--- config.mk ---
export PLATFORM = sky130hd
export DESIGN_NAME = ft232h_pkt_gen
export DESIGN_NICKNAME = d
export VERILOG_FILES = /design/src/rtl/ft232h_pkt_gen.sv
export SDC_FILE = /design/constraint.sdc
export NUM_CORES = 1
export LEC_CHECK = 0
export BUFFER_PORTS_ARGS = -buffer_cell sky130_fd_sc_hd__buf_2
export CORE_MARGIN = 4
export CORE_UTILIZATION = 40
export DETAILED_ROUTE_END_ITERATION = 8
export SYNTH_ARGS = -nofsm -noshare
export SYNTH_HDL_FRONTEND = slang
export SYNTH_SLANG_ARGS = --single-unit
--- constraint.sdc ---
create_clock -name clk -period 6.4 [get_ports clk]
set_input_delay 1.28 -clock clk [delete_from_list [all_inputs] [get_ports clk]]
set_output_delay 1.28 -clock clk [all_outputs]
set_load 0.01 [all_outputs]
--- src/rtl/ft232h_pkt_gen.sv ---
// Framed test-packet source for the ft232h FIFO bridge: writes A5 5A N <payload> <checksum>
// one byte per Avalon write to the bridge TX register, throttled only by waitrequest.
module ft232h_pkt_gen #(
  parameter logic [7:0] TX_ADDR    = 8'h01,
  parameter int         GAP_CYCLES = 4,
  parameter logic [7:0] HDR0       = 8'hA5,
  parameter logic [7:0] HDR1       = 8'h5A
) (
  input  logic        clk,
  input  logic        rst_n,
  input  logic        enable,
  input  logic [7:0]  pkt_len,
  output logic [7:0]  avalon_address,
  output logic        avalon_read,
  output logic        avalon_write,
  output logic [31:0] avalon_writedata,
  input  logic [31:0] avalon_readdata,
  input  logic        avalon_waitrequest,
  output logic        busy,
  output logic [15:0] pkt_count,
  output logic [7:0]  seq,
  output logic [2:0]  state_dbg
);

  // Handshake: a byte transfers on a rising clk with avalon_write=1 and avalon_waitrequest=0;
  // while stalled, avalon_write and avalon_writedata hold and the FSM does not advance.
  typedef enum logic [2:0] {
    IDLE    = 3'd0,
    HEAD0   = 3'd1,
    HEAD1   = 3'd2,
    LEN     = 3'd3,
    PAYLOAD = 3'd4,
    CSUM    = 3'd5,
    GAP     = 3'd6
  } state_t;

  localparam logic [7:0] GAP_LOAD = 8'(GAP_CYCLES);

  state_t     state;
  logic [7:0] tx_byte;
  logic [7:0] len_q;
  logic [7:0] remaining;
  logic [7:0] checksum;
  logic [7:0] gap_cnt;
  logic       accept;
  logic [7:0] csum_next;
  logic       unused_readdata;

  assign accept           = avalon_write && !avalon_waitrequest;
  assign csum_next        = checksum + tx_byte;
  assign avalon_address   = TX_ADDR;
  assign avalon_read      = 1'b0;
  assign avalon_writedata = {24'b0, tx_byte};
  assign state_dbg        = state;
  assign unused_readdata  = ^avalon_readdata;

  always_ff @(posedge clk or negedge rst_n) begin
    if (!rst_n) begin
      state        <= IDLE;
      avalon_write <= 1'b0;
      tx_byte      <= 8'd0;
      busy         <= 1'b0;
      pkt_count    <= 16'd0;
      seq          <= 8'd0;
      checksum     <= 8'd0;
      gap_cnt      <= 8'd0;
      len_q        <= 8'd0;
      remaining    <= 8'd0;
    end else begin
      case (state)
        IDLE: begin
          if (enable) begin
            len_q        <= pkt_len;
            checksum     <= 8'd0;
            avalon_write <= 1'b1;
            tx_byte      <= HDR0;
            busy         <= 1'b1;
            state        <= HEAD0;
          end
        end
        HEAD0: begin
          if (accept) begin
            tx_byte <= HDR1;
            state   <= HEAD1;
          end
        end
        HEAD1: begin
          if (accept) begin
            tx_byte <= len_q;
            state   <= LEN;
          end
        end
        LEN: begin
          if (accept) begin
            checksum <= len_q;
            if (len_q == 8'd0) begin
              // Empty payload: checksum equals N, which is zero.
              tx_byte <= len_q;
              state   <= CSUM;
            end else begin
              tx_byte   <= seq;
              remaining <= len_q;
              state     <= PAYLOAD;
            end
          end
        end
        PAYLOAD: begin
          if (accept) begin
            checksum  <= csum_next;
            seq       <= seq + 8'd1;
            remaining <= remaining - 8'd1;
            if (remaining == 8'd1) begin
              tx_byte <= csum_next;
              state   <= CSUM;
            end else begin
              tx_byte <= seq + 8'd1;
            end
          end
        end
        CSUM: begin
          if (accept) begin
            pkt_count    <= pkt_count + 16'd1;
            avalon_write <= 1'b0;
            busy         <= 1'b0;
            if (GAP_CYCLES > 0) begin
              gap_cnt <= GAP_LOAD;
              state   <= GAP;
            end else begin
              state <= IDLE;
            end
          end
        end
        GAP: begin
          if (gap_cnt <= 8'd1) state <= IDLE;
          else                 gap_cnt <= gap_cnt - 8'd1;
        end
        default: state <= IDLE;
      endcase
    end
  end

endmodule

==> impl_metrics.tcl <==
set metrics [dict create \
    grtUsageMet2_pct 25.8 \
    min_period_over_period_pct 49.5 \
    synthArstFlopShare_pct 100 \
    grt.overflow.total 0 \
    synth_edf_count 0 \
    reg2reg_from "state_dbg[2]" \
    place_ws_ps 2890 \
    rsz0062_at_grt "false" \
    path_buf_inv 1 \
    wl_microns 9820 \
    syn-instance-count 459 \
    hold_depth 1 \
    cts_sinks 68 \
    critical_path.cell_chain "buf_2 > nor2b_1 > and3_1 > and4_1 > and3_1 > nand3_1 > xnor2_1" \
    ir_drop_mv 0.154 \
    cp_top_family "simple AND/OR/NAND/NOR gates" \
    antenna_found_initial 0 \
    yosysUniqueCellTypes 60 \
    via_count 3379 \
    dp.cells 620 \
    drv_cap 0 \
    dr.pass1.iters 4 \
    power.internal_mw 1.05 \
    yosysWarnings 0 \
    antenna_left 0 \
    ys_seq_area_share_pct 41.2 \
    layout-drive-gt1-share_pct 14.8 \
    p_sw_mw 0.833 \
    grt_max_degree 69 \
    ctsHoldBuffers 0 \
    powerDensity_mw_per_mm2 418 \
    tightestPinTransition_ps 1080 \
    yosysTopAreaCell "dfrtp_1" \
    cts_tree "yes" \
    clk_pin_slew_ps 70 \
    netlist.area_leader.share_pct 41.2 \
    hold_violations 0 \
    avgRoutedWirePerCell_microns 15.5 \
    hp-start "pkt_count[15]" \
    hp-class "flop to flop" \
    grt_pass1_vias 3274 \
    setup_ws_ps 3230 \
    critPathLaunch "avalon_waitrequest" \
    cts_max_level 3 \
    path_class "primary input to flop" \
    rows 36 \
    worst-r2r-cell-count 6 \
    crit_path_top_delay_cell "nor2b_1" \
    status "finished clean" \
    gr-usage-met1_pct 24.8 \
    final_cell_count_no_fill 634 \
    nets 556 \
    tns_ps 0 \
    ys_ff_latch 68 \
    drc_errors 0 \
    maxSlewViolCount 0 \
    sw_frac_of_total_pct 44.3 \
    yosys-top-cells-area "dfrtp_1 41%, buf_4 6.2%, xnor2_1 4.7%" \
    cts_made_buffers 9 \
    io_buffers 48 \
    seqPwrFrac_pct 40.9 \
    drt_iter0_drc 159 \
    finalCriticalPeriod_ps 3170 \
    crit_top_cell "and3_1" \
    grt_use_total_pct 17.2 \
    dieArea_sq_mm 0.0120 \
    cp_num_cells 7 \
    boundaryPins 114 \
    cts.path.max_buffers 2 \
    vias_per_cell 5.33 \
    grt_busiest_layer "met2" \
    antenna_cells 0 \
    hpwl_microns 7120 \
    avgSynthCellArea_sq_um 9.00 \
    final-setup-viol-count 0 \
    clockPowerShare_pct 16.0 \
    synthFlopType "dfrtp_1" \
    use_met3_pct 3.70 \
    die_x_microns 110 \
    cts_resized 0 \
    cpPeakStageDelay_ps 650 \
    p_total_mw 1.88 \
    crit_arrival_ps 3400 \
    post-cts-setup-buffers 0 \
    power_frac_comb_pct 43.1 \
    fmax_ghz 0.315 \
    grt_pass1_wl_microns 16300 \
    startpoint_type "primary input" \
    required_ps 6630 \
    core-area_sq_mm 0.00991 \
    die_height_microns 110 \
    p_leak_nw 2.11 \
    clkLatencyLatePin_ps 340 \
    area_growth_syn_to_layout_pct 8.87 \
    start_util_pct 41.7 \
    synthesis.area_sq_mm 0.00413 \
    cts_root_buf "clkbuf_8" \
    relSlewSlack_pct 27.5 \
    path_max_fanout 13 \
    hold_ws_ps 471 \
    place_congestion 0.829 \
    worst_setup_path_end_kind "flop" \
    finClkSkew_ps 8.07 \
]
==> cells in the final DEF, fill, tap and decap left out, types with 3 or more instances in the layout <==
| cell | count |
|---|---|
| a211oi_1 | 3 |
| a21oi_1 | 28 |
| a22oi_1 | 9 |
| and3_1 | 9 |
| and4_1 | 3 |
| buf_2 | 48 |
| clkbuf_8 | 10 |
| clkinv_2 | 3 |
| conb_1 | 33 |
| dfrtp_1 | 68 |
| ha_1 | 13 |
| inv_1 | 18 |
| mux2_2 | 5 |
| nand2_1 | 37 |
| nand2b_1 | 5 |
| nand3_1 | 21 |
| nand4_1 | 3 |
| nor2_1 | 41 |
| nor2b_1 | 6 |
| nor3_1 | 11 |
| nor4_1 | 3 |
| o21a_1 | 3 |
| o21ai_0 | 35 |
| o21bai_1 | 4 |
| o22a_1 | 4 |
| xnor2_1 | 22 |
| xor2_1 | 9 |
==> power groups by stage <==
stage / logic [mW] / clock network, mW / registers, mW
detailed placement: 0.809 / 0 / 0.775
global route: 0.919 / 0.329 / 0.794
finish: 0.810 / 0.300 / 0.770
global placement: 0.790 / 0 / 0.767
floorplan: 0.639 / 0 / 0.702
CTS: 0.812 / 0.308 / 0.767
==> per-layer routing <==
metal  routed length [microns]  up-vias
met5                         0        -
met2                      4450       95
met3                       601       15
met4                       165        0
met1                      4600     1632
li1                          -     1637
==> cells in the mapped netlist, drive strengths merged (2+ instances only) <==
cell / n
nor3: 11
buf: 37
and3: 9
inv: 18
o31a: 2
nor4: 5
and4: 3
o2111ai: 2
nand3: 21
nor2b: 6
a21oi: 28
o311ai: 3
a22o: 2
o22ai: 2
nand2: 37
mux2: 5
nand2b: 5
o32ai: 2
o21a: 3
a22oi: 9
xor2: 9
ha: 13
nand4: 3
o21ai: 36
o2bb2ai: 2
conb: 2
xnor2: 22
a21o: 2
dfrtp: 68
o211ai: 2
nor2: 41
o21bai: 4
o22a: 4
a211oi: 3
clkbuf: 15
a31oi: 2
a2bb2oi: 2
==> cell families after synthesis <==
logic type,count (synthesis),share of synthesized area [%]
and+or+nand+nor,150,17.8
AOI/OAI and AO/OA,119,19.0
buffers and inverters,70,9.54
DFF,68,41.2
xor gates and xnor gates,31,6.57
adders and majority gates,14,4.42
muxes,5,1.36
other,2,0.182
==> state kept, by name, indices dropped and copies added (netlist names) <==
register / flops
tx_byte: 8
busy: 1
seq: 8
state_dbg: 3
pkt_count: 16
gap_cnt: 8
remaining: 8
checksum: 8
len_q: 8
==> per-stage QoR <==
stage                     instance area [sq um]  utilization (%)
after global routing                       4500             45.4
after floorplan                            4250                -
after CTS                                  4500             45.4
after detailed placement                   4340             43.8
final                                      4500             45.4
after global placement                     4340             43.8
==> final cells by class <==
type	count	area, sq um
clock buffers	11	141
well taps	133	166
flip-flops and latches	68	1700
fillers	994	5410
repair buffers	49	248
clock inverters	3	15.0
inverters	18	67.6
multi-input cells	352	2160
==> final timing paths <==
path / slack (ps) / end
min: 470 / pkt_count[15]
max: 3230 / pkt_count[13]
max in group asynchronous: 4700 / seq[3]
min reg2reg: 470 / pkt_count[15]
max reg2reg: 3550 / tx_byte[7]
min in group asynchronous: 1120 / remaining[2]
(Power assumes the default switching activity.)
